$ cat src/rtl/lcd_nibble_driver_if.sv
// Bus port bundle for the LCD nibble driver peripheral.
// master drives select/write/address/data; slave returns read data.
interface lcd_nibble_driver_if;
  logic        chipSelect;
  logic        write;
  logic        regSel;
  logic [31:0] dataIn;
  logic [31:0] dataOut;

  modport master (
    output chipSelect, write, regSel, dataIn,
    input  dataOut
  );

  modport slave (
    input  chipSelect, write, regSel, dataIn,
    output dataOut
  );
endinterface

$ cat src/rtl/lcd_nibble_driver.sv
// HD44780-style 4-bit LCD driver: bus-fed command FIFO feeding a nibble FSM.
// Ports: clk, reset (sync, active-low), bus (slave), lcd = {E, RS, D7..D4}.
module lcd_nibble_driver #(
  parameter int T_SETUP    = 2,
  parameter int T_EN       = 12,
  parameter int T_HOLD     = 12,
  parameter int T_EXEC     = 600,
  parameter int T_CLEAR    = 20000,
  parameter int FIFO_DEPTH = 4
) (
  input  logic                clk,
  input  logic                reset,
  lcd_nibble_driver_if.slave  bus,
  output logic [5:0]          lcd
);

  localparam int AW   = $clog2(FIFO_DEPTH);
  localparam int TW   = (T_CLEAR > T_EXEC) ? T_CLEAR : T_EXEC;
  localparam int TS   = (T_EN > T_HOLD) ? T_EN : T_HOLD;
  localparam int TMAX = (TW > TS) ? TW : TS;
  localparam int CW   = $clog2(TMAX + 1);

  localparam logic [2:0] S_IDLE  = 3'd0;
  localparam logic [2:0] S_SETUP = 3'd1;
  localparam logic [2:0] S_EN_HI = 3'd2;
  localparam logic [2:0] S_EN_LO = 3'd3;
  localparam logic [2:0] S_WAIT  = 3'd4;

  logic [8:0]    r_mem [FIFO_DEPTH];
  logic [AW-1:0] r_wp;
  logic [AW-1:0] r_rp;
  logic [3:0]    r_count;
  logic          r_ovf;
  logic [2:0]    r_state;
  logic [CW-1:0] r_cnt;
  logic          r_rs;
  logic [7:0]    r_byte;
  logic          r_hi;
  logic [5:0]    r_lcd;

  logic          w_push;
  logic          w_ctrl;
  logic          w_flush;
  logic          w_ovf_clr;
  logic          w_empty;
  logic          w_full;
  logic          w_pop;
  logic          w_accept;
  logic          w_busy;
  logic          w_done;
  logic          w_clr_cmd;
  logic [3:0]    w_nib;
  logic [CW-1:0] w_wait_ld;
  logic [5:0]    w_lcd_nx;
  logic          w_unused;

  assign w_push    = bus.chipSelect & bus.write & ~bus.regSel;
  assign w_ctrl    = bus.chipSelect & bus.write & bus.regSel;
  assign w_flush   = w_ctrl & bus.dataIn[0];
  assign w_ovf_clr = w_ctrl & bus.dataIn[1];
  assign w_empty   = (r_count == 4'd0);
  assign w_full    = (r_count == 4'(FIFO_DEPTH));
  assign w_pop     = (r_state == S_IDLE) & ~w_empty;
  // a full FIFO still takes a push when the head leaves on the same edge
  assign w_accept  = w_push & (~w_full | w_pop);
  assign w_busy    = (r_state != S_IDLE);
  assign w_done    = (r_cnt == '0);
  assign w_nib     = r_hi ? r_byte[7:4] : r_byte[3:0];
  assign w_clr_cmd = ~r_rs & ((r_byte == 8'h01) | (r_byte == 8'h02));
  assign w_wait_ld = w_clr_cmd ? CW'(T_CLEAR) : CW'(T_EXEC);
  assign w_unused  = ^bus.dataIn[31:9];

  assign bus.dataOut = bus.regSel ? 32'b0 :
    {25'b0, r_count[2:0], r_ovf, w_empty, w_full, w_busy};

  assign lcd = r_lcd;

  always_ff @(posedge clk) begin
    if (reset && w_accept) begin
      r_mem[r_wp] <= bus.dataIn[8:0];
    end
  end

  always_ff @(posedge clk) begin
    if (!reset) begin
      r_wp    <= '0;
      r_rp    <= '0;
      r_count <= 4'd0;
      r_ovf   <= 1'b0;
    end else begin
      if (w_flush) begin
        r_wp    <= '0;
        r_rp    <= '0;
        r_count <= 4'd0;
      end else begin
        if (w_accept) r_wp <= r_wp + AW'(1);
        if (w_pop)    r_rp <= r_rp + AW'(1);
        unique case ({w_accept, w_pop})
          2'b10:   r_count <= r_count + 4'd1;
          2'b01:   r_count <= r_count - 4'd1;
          default: r_count <= r_count;
        endcase
      end
      if (w_ovf_clr) begin
        r_ovf <= 1'b0;
      end else if (w_push && !w_accept) begin
        r_ovf <= 1'b1;
      end
    end
  end

  // pins are registered from the state, so they trail it by one cycle;
  // WAIT holds one extra state cycle so E stays low a full wait time
  always_comb begin
    w_lcd_nx = 6'b0;
    unique case (r_state)
      S_SETUP, S_EN_LO: w_lcd_nx = {1'b0, r_rs, w_nib};
      S_EN_HI:          w_lcd_nx = {1'b1, r_rs, w_nib};
      default:          w_lcd_nx = 6'b0;
    endcase
  end

  always_ff @(posedge clk) begin
    if (!reset) begin
      r_state <= S_IDLE;
      r_cnt   <= '0;
      r_rs    <= 1'b0;
      r_byte  <= 8'h00;
      r_hi    <= 1'b0;
      r_lcd   <= 6'b0;
    end else begin
      r_lcd <= w_lcd_nx;
      if (!w_done) r_cnt <= r_cnt - CW'(1);
      unique case (r_state)
        S_IDLE: begin
          if (w_pop) begin
            {r_rs, r_byte} <= r_mem[r_rp];
            r_hi    <= 1'b1;
            r_cnt   <= CW'(T_SETUP - 1);
            r_state <= S_SETUP;
          end
        end
        S_SETUP: begin
          if (w_done) begin
            r_cnt   <= CW'(T_EN - 1);
            r_state <= S_EN_HI;
          end
        end
        S_EN_HI: begin
          if (w_done) begin
            r_cnt   <= CW'(T_HOLD - 1);
            r_state <= S_EN_LO;
          end
        end
        S_EN_LO: begin
          if (w_done) begin
            if (r_hi) begin
              r_hi    <= 1'b0;
              r_cnt   <= CW'(T_SETUP - 1);
              r_state <= S_SETUP;
            end else begin
              r_cnt   <= w_wait_ld;
              r_state <= S_WAIT;
            end
          end
        end
        S_WAIT: begin
          if (w_done) r_state <= S_IDLE;
        end
        default: r_state <= S_IDLE;
      endcase
    end
  end

endmodule

$ cat src/flat_wrapper.sv
// flat-port wrapper written by rule: the top's interface ports become plain ports
module lcd_nibble_driver_flat 
#(
  parameter int T_SETUP    = 2,
  parameter int T_EN       = 12,
  parameter int T_HOLD     = 12,
  parameter int T_EXEC     = 600,
  parameter int T_CLEAR    = 20000,
  parameter int FIFO_DEPTH = 4
)
  (clk, reset, lcd, bus_chipSelect, bus_write, bus_regSel, bus_dataIn, bus_dataOut);
  lcd_nibble_driver_if bus_i ();
  input  logic clk;
  input  logic reset;
  output logic [5:0] lcd;
  input wire logic [$bits(bus_i.chipSelect)-1:0] bus_chipSelect;
  input wire logic [$bits(bus_i.write)-1:0] bus_write;
  input wire logic [$bits(bus_i.regSel)-1:0] bus_regSel;
  input wire logic [$bits(bus_i.dataIn)-1:0] bus_dataIn;
  output wire logic [$bits(bus_i.dataOut)-1:0] bus_dataOut;
  assign bus_i.chipSelect = bus_chipSelect;
  assign bus_i.write = bus_write;
  assign bus_i.regSel = bus_regSel;
  assign bus_i.dataIn = bus_dataIn;
  assign bus_dataOut = bus_i.dataOut;
  lcd_nibble_driver #(.T_SETUP(T_SETUP), .T_EN(T_EN), .T_HOLD(T_HOLD), .T_EXEC(T_EXEC), .T_CLEAR(T_CLEAR), .FIFO_DEPTH(FIFO_DEPTH)) u_core (.clk(clk), .reset(reset), .bus(bus_i), .lcd(lcd));
endmodule
$ cat config.mk
export PLATFORM = sky130hd
export DESIGN_NAME = lcd_nibble_driver_flat
export DESIGN_NICKNAME = d
export VERILOG_FILES = /design/src/rtl/lcd_nibble_driver_if.sv /design/src/rtl/lcd_nibble_driver.sv /design/src/flat_wrapper.sv
export SDC_FILE = /design/constraint.sdc
export NUM_CORES = 1
export LEC_CHECK = 0
export CAP_MARGIN = 20
export CORE_MARGIN = 3
export CORE_UTILIZATION = 35
export DETAILED_ROUTE_END_ITERATION = 6
export DONT_BUFFER_PORTS = 1
export PLACE_DENSITY = 0.59
export SLEW_MARGIN = 5
export SYNTH_ARGS = -nofsm -noshare
export SYNTH_HDL_FRONTEND = slang
export SYNTH_SLANG_ARGS = --single-unit
$ cat constraint.sdc
create_clock -name clk -period 3.15 [get_ports clk]
set_input_delay 0.315 -clock clk [delete_from_list [all_inputs] [get_ports clk]]
set_output_delay 0.315 -clock clk [all_outputs]
set_load 0.01 [all_outputs]
==> results of run 1 <==
synthesized netlist by cell type, types with 2 or more instances:
cell,number,area (µm²)
nor3_1,9,45.0
mux4_2,9,203
dfxtp_1,43,861
xor2_1,10,87.6
nand2b_1,4,25.0
ha_1,10,125
nand3_1,7,35.0
inv_1,9,33.8
nand4_1,5,31.3
nand2_1,37,139
buf_4,25,188
buf_1,4,15.0
a21oi_1,18,90.1
a31oi_1,2,12.5
clkbuf_1,6,22.5
o21ai_0,5,25.0
or3_1,4,25.0
and3_1,6,37.5
or4_1,2,15.0
nor2b_1,3,18.8
o21a_1,2,15.0
nor4_1,5,31.3
and2_1,4,25.0
buf_2,3,15.0
edfxtp_1,36,1080
nor2_1,41,154
mux2i_1,4,40.0
a211oi_1,2,15.0
a311oi_2,2,30.0
a21boi_0,11,82.6
xnor2_1,6,52.6
o31ai_1,2,15.0
registers in the layout (all words and copies together) (netlist names):
signal and flops:
u_core.r_byte 8, u_core.r_mem 36, u_core.r_rs 1, u_core.r_cnt 15
u_core.r_wp 2, u_core.r_count 4, u_core.r_ovf 1, u_core.r_rp 2
u_core.r_hi 1, u_core.r_state 3, u_core.lcd 6
metal layers:
metal  share of wire  GRT usage  up-vias
li1                -          -     1232
met1            0.43      0.136     1148
met2            0.51      0.204       49
met3           0.055     0.0482        4
met4          0.0076     0.0320        0
met5               0          0        -
power groups by stage:
stage	combinational, mW	clock, mW	sequential (mW)
floorplan	1.36	0	1.39
global route	1.80	0.940	1.49
CTS	1.60	0.891	1.45
detailed placement	1.59	0	1.48
finish	1.59	0.866	1.45
global placement	1.57	0	1.47
cells by family (layout without fill, tap and decap cells):
| family | Yosys count | count (layout) | share of synthesized area |
|---|---|---|---|
| compound gates | 53 | 53 | 0.0992 |
| simple gates | 135 | 135 | 0.175 |
| flops | 79 | 79 | 0.508 |
| xor+xnor | 16 | 16 | 0.0367 |
| buf+inv | 48 | 33 | 0.0746 |
| mux | 14 | 14 | 0.0671 |
| fa+ha+maj | 11 | 11 | 0.0380 |
| other cells | 1 | 25 | 0.000981 |
how the worst min path moves through the flow:
stage	from	depth (start not counted)	endpoint
finish	bus_dataIn[5]	0	u_core.r_mem[3][5]
global placement	bus_dataIn[3]	0	u_core.r_mem[3][3]
CTS	bus_dataIn[5]	0	u_core.r_mem[3][5]
global route	bus_dataIn[1]	0	u_core.r_mem[1][1]
detailed placement	bus_dataIn[4]	0	u_core.r_mem[3][4]
floorplan	bus_dataIn[0]	0	u_core.r_mem[0][0]
critical path: stages, from the launching register on:
cell     delay [ns]
dfxtp_1        0.38
or4_1          0.65
nand2_1        0.13
inv_1          0.06
ha_1           0.21
ha_1           0.28
a21o_1         0.18
a21oi_1        0.16
xnor2_1        0.10
or3_1          0.31
a21oi_1        0.14
final cells by class:
| cell class | count | area (µm²) |
|---|---|---|
| well taps | 136 | 170 |
| inverters | 9 | 33.8 |
| clock buffers | 9 | 124 |
| fillers | 1053 | 6340 |
| repair buffers | 8 | 60.1 |
| clock inverters | 7 | 109 |
| flip-flops and latches | 79 | 1940 |
| multi-input cells | 254 | 1690 |
==> flow_summary_export.csv, run 1 <==
group,metric,value,unit
timing,part_of_the_cycle_the_worst_path_needs,0.841,
clocking,cts_num_sinks,79,
timing,timing.final.setup_violations,0,
floorplan,die_x,111,µm
clocking,clock_tree.root_cell,"clkbuf_8",
power_and_ir_drop,report.power.total,3.91,mW
timing,clock_skew,0.0118,ns
placed_design,numPortBuffers,0,
floorplan,dieArea,12200,µm²
floorplan,num_rows,37,
drt,initialDrtViolationCount,47,
power_and_ir_drop,p_int,2.38,mW
clocking,number_of_levels_in_the_clock_h_tree,3,
timing,rsz_0062_raised_after_global_routing,"no",
final_layout,area_growth,7.89,%
hold_path,worstHoldPathType,"input pin to register",
flow_run,maxCapViolations,0,
timing,hold_violations,0,
clocking,post_cts.repair.setup_buffers,0,
final_layout,post_route_cells_drive_above_1_share,0.117,
final_layout,antenna_cells_inserted,0,
power_and_ir_drop,power.combinational.fraction,0.407,
worst_setup_path,worstReg2RegEnd,"u_core.r_count[3]",
worst_setup_path,timing.reg2reg.setup_slack,0.50,ns
final_layout,final_cell_count_no_fill,502,
logic_synthesis,netlist_instances,357,
placed_design,pre_cts_slack,0.517,ns
placed_design,dpl.hpwl,5160,µm
worst_setup_path,critPathArrivalTime,2.93,ns
drt,num_vias,2433,
drt,route.antenna.remaining_nets,0,
final_layout,layout.nets,409,
worst_setup_path,crit_end,"u_core.r_count[3]",
drt,wl,6990,µm
placed_design,post_dp_cell_area,3890,µm²
timing,postLayoutSetupSlackWorst,0.502,ns
logic_synthesis,postSynthAreaPerCell,10.7,µm²
logic_synthesis,netlist_area,3820,µm²
grt,grt_remaining_overflow,0,
drt,remaining_drc_errors,0,
grt,grt_pass1_vias,2359,
power_and_ir_drop,fraction_of_power_spent_switching_nets,0.391,
logic_synthesis,synthDistinctLibCells,53,
placed_design,placedCellCount,486,
floorplan,initial_utilization,0.365,
power_and_ir_drop,ir_worst_vdd,0.338,mV
clocking,cts_tree,"built",
clocking,clk_pin_slew_worst_paths,0.09,ns
outcome,run_status,"finished clean",
drt,routedWlPerCell,13.9,µm
timing,max-slew-margin-rel,0.511,
power_and_ir_drop,p_sw,1.53,mW
worst_setup_path,critPathLaunchType,"register",
worst_setup_path,crit_required,3.44,ns
timing,finalSetupTns,0,ns
drt,drt_pass1_iterations,5,
grt,grt_first_pass_wirelength,11700,µm
floorplan,fp.coreArea,10500,µm²
timing,achievable_clock_frequency,0.378,GHz
placed_design,final_weighted_congestion_in_routability_driven_placement,0.775,
floorplan,chipHeight,111,µm
clocking,tritoncts.num_buffers,9,
power_and_ir_drop,power_per_cell_area,947,nW/µm²
clocking,buffer_depth_of_the_longest_clock_path,2,
drt,post_drt_via_cell_ratio,4.85,
logic_synthesis,asyncSetResetFlopFracSynth,0,
timing,layout_min_cycle_time,2.65,ns
logic_synthesis,yosys_warnings,0,
floorplan,io-pin-count,75,
worst_setup_path,setup.worst_path.start,"u_core.r_count[0]",
clocking,post_cts_resized,0,
logic_synthesis,synth_sequential_area_ratio,0.508,
grt,global_route_total_usage_across_every_layer,0.118,
timing,worst_slew_pin_slew,0.723,ns
timing,whs,0.0537,ns
final_layout,mostFrequentLayoutCells,"43 x dfxtp_1, 41 x nor2_1, 37 x nand2_1",
power_and_ir_drop,seq_power_share,0.371,
worst_setup_path,reg2reg_depth,10,
grt,initial_antenna_violation_count,0,
timing,final_report_max_slew_violation_count,0,
power_and_ir_drop,static-leakage-power,1.50,nW
final_layout,most_common_cell_after_layout_fill_and_taps_aside,"dfxtp_1",
worst_setup_path,critical_path.endpoint_type,"register",
logic_synthesis,synth_top_flop_cell,"dfxtp_1",
worst_setup_path,crit-reg2reg-launch,"u_core.r_count[0]",
final_layout,fin_util,0.394,
power_and_ir_drop,power.share.clock,0.222,
logic_synthesis,synth_edf_count,36,
worst_setup_path,path_class,"register to register",
clocking,cts_hold_buffers,0,
grt,grt_start_max_net_pins,25,
clocking,insertion_delay,0.35,ns
logic_synthesis,ys_seq_elements,79,
final_layout,postLayoutCellArea,4120,µm²
worst_setup_path,worst-path-max-fanout,6,
Power figures use the tool's default switching activity.
==> run 2, diff against run 1 <==
==> constraint.sdc (replaced) <==
create_clock -name clk -period 2.8 [get_ports clk]
set_input_delay 0.28 -clock clk [delete_from_list [all_inputs] [get_ports clk]]
set_output_delay 0.28 -clock clk [all_outputs]
set_load 0.01 [all_outputs]
==> run 2 against run 1 <==
Effect of this change: hold slack better by 0.0044 ns; worst setup slack worse by 0.27 ns; sequential power up 12%; sequential share of layout area down 1.0 points; combinational power up 17%; highest routed layer unchanged.
==> flow_summary_export.csv, run 2 (synthesized netlist as in run 1, its figures left out) <==
group,metric,value,unit
outcome,run_status,"finished clean",
clocking,clock_tree.root_cell,"clkbuf_8",
worst_setup_path,worst_path_largest_cell_delay,0.41,ns
timing,achievable_clock_frequency,0.390,GHz
floorplan,initial_utilization,0.365,
clocking,insertion_delay,0.36,ns
placed_design,dpl.hpwl,5200,µm
power_and_ir_drop,power_per_cell_area,1040,nW/µm²
final_layout,top_register,"u_core.r_mem",
worst_setup_path,cp.buffers_inverters,1,
drt,remaining_drc_errors,0,
grt,grt_first_pass_wirelength,12000,µm
timing,postLayoutSetupSlackWorst,0.235,ns
timing,part_of_the_cycle_the_worst_path_needs,0.916,
clocking,post_cts_resized,0,
power_and_ir_drop,report.power.total,4.39,mW
clocking,cts_tree,"built",
grt,initial_antenna_violation_count,0,
drt,num_vias,2536,
final_layout,antenna_cells_inserted,0,
grt,grt_pass1_vias,2379,
final_layout,largest_register_ffs,36,
grt,grt_start_max_net_pins,25,
timing,finalSetupTns,0,ns
drt,initialDrtViolationCount,114,
grt,global_route_total_usage_across_every_layer,0.123,
final_layout,layout_top_registers,"u_core.r_mem x36, u_core.r_cnt x15, u_core.r_byte x8",
clocking,buffer_depth_of_the_longest_clock_path,2,
final_layout,area_growth,10.3,%
placed_design,pre_cts_slack,0.204,ns
timing,layout_min_cycle_time,2.57,ns
timing,max-slew-margin-rel,0.529,
timing,final_report_max_slew_violation_count,0,
drt,wl,7260,µm
floorplan,chipHeight,111,µm
power_and_ir_drop,static-leakage-power,1.54,nW
clocking,clk_pin_slew_worst_paths,0.09,ns
clocking,number_of_levels_in_the_clock_h_tree,3,
floorplan,die_x,111,µm
flow_run,maxCapViolations,0,
worst_setup_path,path_class,"register to register",
worst_setup_path,critPathArrivalTime,2.85,ns
final_layout,mostFrequentLayoutCells,"43 x dfxtp_1, 41 x nor2_1, 37 x nand2_1",
worst_setup_path,critPathLaunchType,"register",
clocking,post_cts.repair.setup_buffers,0,
worst_setup_path,timing.critical_path.cells,"or3_1 > a311oi_2 > inv_1 > ha_1 > ha_1 > a21o_1 > a21oi_1 > xnor2_1 > or3_1 > a21oi_1",
worst_setup_path,cp_slowest_cell,"or3_1",
drt,post_drt_via_cell_ratio,4.93,
timing,hold_violations,0,
clocking,cts_num_sinks,79,
worst_setup_path,crit_required,3.09,ns
floorplan,num_rows,37,
timing,timing.final.setup_violations,0,
final_layout,layout.nets,421,
timing,whs,0.0581,ns
placed_design,numPortBuffers,0,
hold_path,worstHoldPathType,"input pin to register",
final_layout,fin_util,0.403,
floorplan,io-pin-count,75,
worst_setup_path,critical_path.endpoint_type,"register",
floorplan,fp.coreArea,10500,µm²
final_layout,post_route_cells_drive_above_1_share,0.122,
floorplan,dieArea,12200,µm²
worst_setup_path,critical_path.top_delay_family,"compound AO/OA/AOI/OAI gates",
final_layout,most_common_cell_after_layout_fill_and_taps_aside,"dfxtp_1",
placed_design,final_weighted_congestion_in_routability_driven_placement,0.802,
worst_setup_path,worst-path-max-fanout,3,
drt,routedWlPerCell,14.1,µm
drt,drt_pass1_iterations,4,
clocking,tritoncts.num_buffers,9,
grt,grt_remaining_overflow,0,
power_and_ir_drop,ir_worst_vdd,0.391,mV
timing,clock_skew,0.0119,ns
timing,rsz_0062_raised_after_global_routing,"no",
timing,worst_slew_pin_slew,0.705,ns
drt,route.antenna.remaining_nets,0,
## run 2: cell count changes in the layout (fill, tap and decap cells not counted), sizes merged
cell / previous run / this run
dlygate4sd3: 0 / 9
bufinv: 2 / 1
buf: 8 / 11
clkinv: 1 / 3
inv: 13 / 12
## run 2: metal layers
layer / GRT usage / part of all wire
met2: 0.203 / 0.51
met4: 0.0427 / 0.013
met1: 0.148 / 0.43
met3: 0.0427 / 0.052
met5: 0 / 0
## run 2: path summary, 6_finish.rpt
path | startpoint | end | slack, ns | cells after the start
setup / recovery | u_core.r_state[2] | u_core.r_count[3] | 0.23 | 10
hold / removal | reset | u_core.r_cnt[11] | 0.06 | 2
hold reg to reg | u_core.r_rs | u_core.r_rs | 0.49 | 2
setup reg to reg | u_core.r_state[2] | u_core.r_count[3] | 0.23 | 10
## run 2: area by class of cell
class                           instances  area (µm²)
Clock inverter                          7        87.6
Fill cell                            1040        6250
Clock buffer                            9         124
Tap cell                              136         170
Inverter                                9        33.8
Timing Repair Buffer                   20         173
Sequential cell                        79        1940
Multi-Input combinational cell        254        1690
## run 2: worst reg2reg max path, cell delays in order, from the launching register on
cell      delay [ns]
dfxtp_1         0.32
or3_1           0.41
a311oi_2        0.27
inv_1           0.08
ha_1            0.24
ha_1            0.28
a21o_1          0.17
a21oi_1         0.16
xnor2_1         0.10
or3_1           0.31
a21oi_1         0.16
## run 2: repair_timing
item | in CTS | in global routing
hold buffers | 9 | 0
hold endpoints to repair | 36 | 0
endpoints found under the setup margin | 0 | 1
## run 2: through the flow
step	cells	area [µm²]
final	514	4220
after global routing	514	4220
after CTS	514	4220
after detailed placement	489	3910
after global placement	489	3910
after floorplan	381	3910
## run 2: report_power, final
| part | switching [mW] | leakage (nW) | internal, mW |
|---|---|---|---|
| clock | 0.469 | 0.108 | 0.432 |
| sequential | 0.222 | 0.675 | 1.40 |
| combinational | 1.07 | 0.755 | 0.793 |
| total | 1.76 | 1.54 | 2.63 |
